===== config.mk =====
export PLATFORM = sky130hd
export DESIGN_NAME = prv_trap_sequencer
export DESIGN_NICKNAME = d
export VERILOG_FILES = /design/src/rtl/prv_trap_sequencer.sv
export SDC_FILE = /design/constraint.sdc
export NUM_CORES = 1
export LEC_CHECK = 0
export ABC_AREA = 1
export BUFFER_PORTS_ARGS = -buffer_cell sky130_fd_sc_hd__buf_2
export CAP_MARGIN = 40
export CORE_MARGIN = 2
export CORE_UTILIZATION = 47
export CTS_CLUSTER_SIZE = 28
export DETAILED_ROUTE_END_ITERATION = 10
export PLACE_DENSITY = 0.86
export SLEW_MARGIN = 5
export SYNTH_ARGS = -nofsm -noshare
export SYNTH_HDL_FRONTEND = slang
export SYNTH_SLANG_ARGS = --single-unit
export TNS_END_PERCENT = 50

===== constraint.sdc =====
create_clock -name clk_i -period 2.45 [get_ports clk_i]
set_input_delay 0.49 -clock clk_i [delete_from_list [all_inputs] [get_ports clk_i]]
set_output_delay 0.49 -clock clk_i [all_outputs]
set_load 0.1 [all_outputs]

===== src/rtl/prv_trap_sequencer.sv =====
// prv_trap_sequencer: prioritise exceptions/interrupts/MRET and sequence flush -> CSR update -> PC redirect.
// Ports: clk_i/rst_ni (async active-low); exc_vec_i, curr_epc_i, curr_epc_p4_i, int_vec_i, int_en_i,
//   glob_ie_i, ret_i, mtvec_i, mepc_i, flush_ack_i in; flush_req_o, epc_we_o/epc_wdata_o,
//   cause_we_o/cause_wdata_o, mstatus_push_o, mstatus_pop_o, redirect_valid_o/redirect_addr_o,
//   intr_o, busy_o out.
// Option: TRAP_VECTORED_EN enables vectored interrupt targets when mtvec mode is 2'b01.
module prv_trap_sequencer #(
  parameter int XLEN = 32
) (
  input  logic            clk_i,
  input  logic            rst_ni,
  input  logic [8:0]      exc_vec_i,
  input  logic [XLEN-1:0] curr_epc_i,
  input  logic [XLEN-1:0] curr_epc_p4_i,
  input  logic [2:0]      int_vec_i,
  input  logic [2:0]      int_en_i,
  input  logic            glob_ie_i,
  input  logic            ret_i,
  input  logic [XLEN-1:0] mtvec_i,
  input  logic [XLEN-1:0] mepc_i,
  input  logic            flush_ack_i,
  output logic            flush_req_o,
  output logic            epc_we_o,
  output logic [XLEN-1:0] epc_wdata_o,
  output logic            cause_we_o,
  output logic [XLEN-1:0] cause_wdata_o,
  output logic            mstatus_push_o,
  output logic            mstatus_pop_o,
  output logic            redirect_valid_o,
  output logic [XLEN-1:0] redirect_addr_o,
  output logic            intr_o,
  output logic            busy_o
);
  typedef enum logic [2:0] {IDLE, FLUSH, SAVE, RESTORE, REDIRECT} state_e;
  state_e state_q, state_d;
  logic ret_q, ret_d, int_q, int_d;
  logic [3:0] code_q, code_d;
  logic [XLEN-1:0] epc_q, epc_d, addr_q, addr_d;
  logic [2:0] pend;
  logic trap, is_int;
  logic [3:0] code;
  logic [XLEN-1:0] base, trap_addr;
  assign pend   = int_vec_i & int_en_i & {3{glob_ie_i}};
  assign intr_o = |pend;
  assign is_int = |pend;
  assign trap   = is_int | (|exc_vec_i);
  // Interrupts outrank exceptions; within each group the fixed order below applies.
  assign code = pend[2]      ? 4'd11 :
                pend[1]      ? 4'd3  :
                pend[0]      ? 4'd7  :
                exc_vec_i[8] ? 4'd1  :
                exc_vec_i[7] ? 4'd0  :
                exc_vec_i[6] ? 4'd2  :
                exc_vec_i[5] ? 4'd3  :
                exc_vec_i[4] ? 4'd11 :
                exc_vec_i[3] ? 4'd4  :
                exc_vec_i[2] ? 4'd5  :
                exc_vec_i[1] ? 4'd6  : 4'd7;
  assign base = mtvec_i & ~XLEN'(3);
`ifdef TRAP_VECTORED_EN
  assign trap_addr = (is_int && mtvec_i[1:0] == 2'b01) ? base + (XLEN'(code) << 2) : base;
`else
  assign trap_addr = base;
`endif
  always_comb begin
    state_d = state_q;
    ret_d   = ret_q;
    int_d   = int_q;
    code_d  = code_q;
    epc_d   = epc_q;
    addr_d  = addr_q;
    unique case (state_q)
      IDLE: begin
        // A trap in the same cycle as MRET wins; the return is dropped.
        if (trap) begin
          state_d = FLUSH;
          ret_d   = 1'b0;
          int_d   = is_int;
          code_d  = code;
          epc_d   = is_int ? curr_epc_p4_i : curr_epc_i;
          addr_d  = trap_addr;
        end else if (ret_i) begin
          state_d = FLUSH;
          ret_d   = 1'b1;
          int_d   = 1'b0;
          code_d  = 4'd0;
        end
      end
      FLUSH:    state_d = flush_ack_i ? (ret_q ? RESTORE : SAVE) : FLUSH;
      SAVE:     state_d = REDIRECT;
      RESTORE: begin
        state_d = REDIRECT;
        addr_d  = mepc_i;
      end
      REDIRECT: state_d = IDLE;
      default:  state_d = IDLE;
    endcase
  end
  always_ff @(posedge clk_i or negedge rst_ni) begin
    if (!rst_ni) begin
      state_q <= IDLE;
      ret_q   <= 1'b0;
      int_q   <= 1'b0;
      code_q  <= '0;
      epc_q   <= '0;
      addr_q  <= '0;
    end else begin
      state_q <= state_d;
      ret_q   <= ret_d;
      int_q   <= int_d;
      code_q  <= code_d;
      epc_q   <= epc_d;
      addr_q  <= addr_d;
    end
  end
  assign flush_req_o      = state_q == FLUSH;
  assign epc_we_o         = state_q == SAVE;
  assign cause_we_o       = state_q == SAVE;
  assign mstatus_push_o   = state_q == SAVE;
  assign mstatus_pop_o    = state_q == RESTORE;
  assign redirect_valid_o = state_q == REDIRECT;
  assign busy_o           = state_q != IDLE;
  assign epc_wdata_o      = epc_q;
  assign cause_wdata_o    = {int_q, {(XLEN-5){1'b0}}, code_q};
  assign redirect_addr_o  = addr_q;
endmodule

# [Yosys cells after proc, flatten, opt, wreduce, memory -nomap -nowiden]
# Cells that the tools add are included.
[totals] inputBits=148 regBits=73 wordCells=50
[classes] bitwise=3 n_eq_ne=6 n_reduce_logical=10 n_mux=25
[op_table] operator="two-way mux 32 bit" count=2
[op_table] operator="one-hot mux 32 bit (2 select lines)" count=1
[op_table] operator="two-way mux 4 bit" count=10
[op_table] operator="one-hot mux 3 bit (3 select lines)" count=1
[op_table] operator="OR reduction 9 bit" count=1
[op_table] operator="bitwise AND 3 bit" count=2
[op_table] operator="== test 3 x 2 -> 1 bit, second input constant" count=2
[op_table] operator="two-way mux 1 bit" count=6
[op_table] operator="two-way mux 2 bit" count=3
[op_table] operator="two-way mux 3 bit" count=2
[op_table] operator="AND reduction 2 bit" count=3
[op_table] operator="nonzero test 2 bit" count=2
[op_table] operator="== test 3 x 1 -> 1 bit, second input constant" count=1
[op_table] operator="== test 3 bit, second input constant" count=1
[op_table] operator="zero test 3 bit" count=1
[op_table] operator="!= test 3 bit, second input constant" count=1
[op_table] operator="nonzero test 3 bit" count=1
[op_table] operator="OR reduction 3 bit" count=1
[op_table] operator="!= test 2 bit, second input constant" count=1
[op_table] operator="OR reduction 2 bit" count=1
[op_table] operator="OR 1 bit" count=1

# [Logic depth before layout (Yosys ltp)]
[logic_depth] ltp_word=12 ltp_mapped=9 mapped_depth_nobuf=8

# [Worst setup path before layout]
# Ideal clock, no wire load.
[synth_path] kind="register to output" startpoint="register state_q[2]" endpoint="output epc_we_o" arrival_ns=3.181 path_slack_ns=-1.221 stages_incl_launch_ff=3 path_buffers=1 required_ns=1.960 path_cell_list="dfrtp_1 -> nor3_1 -> buf_4"
[synth_between] elab_chain_len=1
[synth_rtl] element="from (decl)" line="35" text="state_e state_q, state_d;"
[synth_rtl] element="from (signal assigned)" line="108" text="state_q <= state_d;"
[synth_rtl] element="== test 3 x 2 -> 1 bit"
[synth_rtl] element="to (decl)" line="23" text="output logic epc_we_o,"
# Every way passes these cells.

# [Final worst setup path]
[layout_path] startpoint="register state_q[0]" endpoint="output flush_req_o"
[layout_between] elab_chain_len=1
[layout_rtl] element="== test 3 x 1 -> 1 bit" line="116" text="assign flush_req_o = state_q == FLUSH;"
[layout_rtl] element="to (decl)" line="22" text="output logic flush_req_o,"
# Every way passes these cells.

==> results.yml <==
timing:
  fin_crit_sh_pct: 84.11
  tightest_slew_ps: 630.9
  rsz0062_at_grt: "false"
  timing.final.ws_setup_ps: 389.2
  hold_viol_final: 0
  slew_headroom_pct: 57.94
  fin_worst_skew_ps: 7.644
  max_freq_mhz: 485.3
  period_minus_slack_ps: 2061
  setup_viol: 0
  report.final.slew_viol_count: 0
routing:
  drtIter0Drc: 146
  dr.pass1.iters: 4
  routed_wl_um: 10380
  vias: 4220
  drc: 0
  wl_per_cell_um: 11.51
  detail_route.vias_per_cell: 4.678
  detail-route-antenna-nets: 0
clock_network:
  clock_sinks: 73
  cts_max_level: 3
  clock_path_buffers: 2
  post_cts_buffers: 0
  ctsRootBufferMaster: "clkbuf_8"
  cts.repair.resized: 0
  hold_buffers: 1
  cts_buffers: 9
  clk_pin_slew_worst_paths_ps: 70
  worst_skew_pair.late_latency_ps: 320
  cts_tree: "built"
grt:
  grt_start_max_net_pins: 69
  grt_usage_pct: 21.51
  grt_use_met2_pct: 38.25
  grt.busiest_layer: "met2"
  overflow: 0
  met1_usage_pct: 25.94
  grt_use_met3_pct: 3.651
  grt_first_pass_wirelength_um: 17260
  antenna_found_initial: 0
  grt_pass1_vias: 3864
layout:
  area_delta_synth_final_pct: 32.94
  post-route-util_pct: 63.56
  regArea_um2: 1827
  layout.nets: 937
  final_cell_count_no_fill: 902
  multi_input_area_um2: 1958
  n_fill_cell: 815
  drive_above_1_share_pct: 34.01
  diodes: 0
status:
  status: "finished, final reports clean"
synthesis:
  synth_edf_count: 0
  yosysTopAreaCell: "dfrtp_1"
  synthFlopType: "dfrtp_1"
  yosys_warnings: 0
  yosys.area.top_type_share_pct: 44.24
  synthCells: 580
  ys_ff_latch: 73
  yosys-top-cells-area: "dfrtp_1, nand2_1, nand3_1, buf_4, nand3_2"
  synth_cell_types: 28
  yosysSeqAreaShare_pct: 44.24
  yosysMostFrequentCell: "nand2_1"
  synth_async_sr_flop_share_pct: 100.0
  syn_avg_cell_area_um2: 7.119
  syn_area_um2: 4129
  netlist_top_cells_count: "nand2_1, dfrtp_1, nand3_1"
place:
  io_buffers: 222
  dp_cells: 885
  place_ws_ps: 400.3
  hpwl_um: 7726
  gp_congestion: 0.8943
critical_path:
  worstSetupPathType: "reg2out"
  required_ps: 1960
  cp_max_fo: 5
  start_kind: "register"
  cp-end-kind: "output pin"
  r2r_slack_ps: 620
  cp.arrival_ps: 1570
floorplanning:
  ios: 252
  coreArea_um2: 8636
  die_x_um: 97.73
  rows: 34
  dieArea_um2: 9551
  start_util_pct: 47.81
  die_h_um: 97.73
hold_path:
  hold_path_class: "in2reg"
job:
  max-cap-violations: 0
## per-layer routing
metal	up-vias	routed length [um]
met5	-	0
met1	1879	4247
met3	25	652
li1	2160	-
met4	0	267
met2	156	5211
## state kept, by name (all words and copies together) (netlist names)
| signal | flops |
|---|---|
| code_q | 4 |
| ret_q | 1 |
| redirect_addr_o | 32 |
| int_q | 1 |
| state_q | 3 |
| epc_wdata_o | 32 |
## critical path: stages (launching register included)
cell and delay, ps:
dfrtp_1 480, inv_1 90, nor3_1 190, buf_2 490
## cell type report
type	instances	share of cell area [%]
clock buffers	11	2.758
clock inverters	5	2.279
inverters	9	0.6610
multi-input cells	462	35.67
flip-flops and latches	73	33.28
well taps	108	2.462
repair buffers	234	22.89
## placed cells by master (no fill, tap or decap), types with 2 or more instances in the layout
master,n
dfrtp_1,73
buf_2,219
nand3_2,10
nor2_1,7
clkbuf_8,11
nand3_1,63
inv_1,6
bufinv_16,4
inv_2,2
nand4_1,2
o21ai_0,4
buf_4,11
conb_1,27
buf_12,2
nand2_1,337
## logic make-up (layout without fill, tap and decap cells)
family | after synthesis | after routing | synth area share (%)
AND/OR/NAND/NOR | 430 | 430 | 43.97
flip-flops | 73 | 73 | 44.24
buffers and inverters | 71 | 259 | 11.09
AO/OA/AOI/OAI | 5 | 5 | 0.6060
other | 1 | 27 | 0.09082
## through the flow
stage	cell area, um^2	hold WS, ps	setup TNS [ps]
4_1_cts	5489	369.0	0
6_report	5489	386.5	0
2_1_floorplan	4237	194.4	-1716
3_3_place_gp	5175	449.1	0
3_5_place_dp	5202	311.3	0
5_1_grt	5489	382.3	0
## final timing paths
path,start,to,depth (start not counted)
min in group asynchronous,rst_ni,redirect_addr_o[23],2
max in group asynchronous,rst_ni,epc_wdata_o[31],3
hold / removal,mepc_i[1],redirect_addr_o[1],3
setup reg to reg,state_q[2],redirect_addr_o[3],7
setup / recovery,state_q[0],flush_req_o,3
hold reg to reg,code_q[0],code_q[0],2
Power is left out: the tool's default activity adds up to more than one toggle a clock period on the data nets, which glitch-free logic cannot reach.
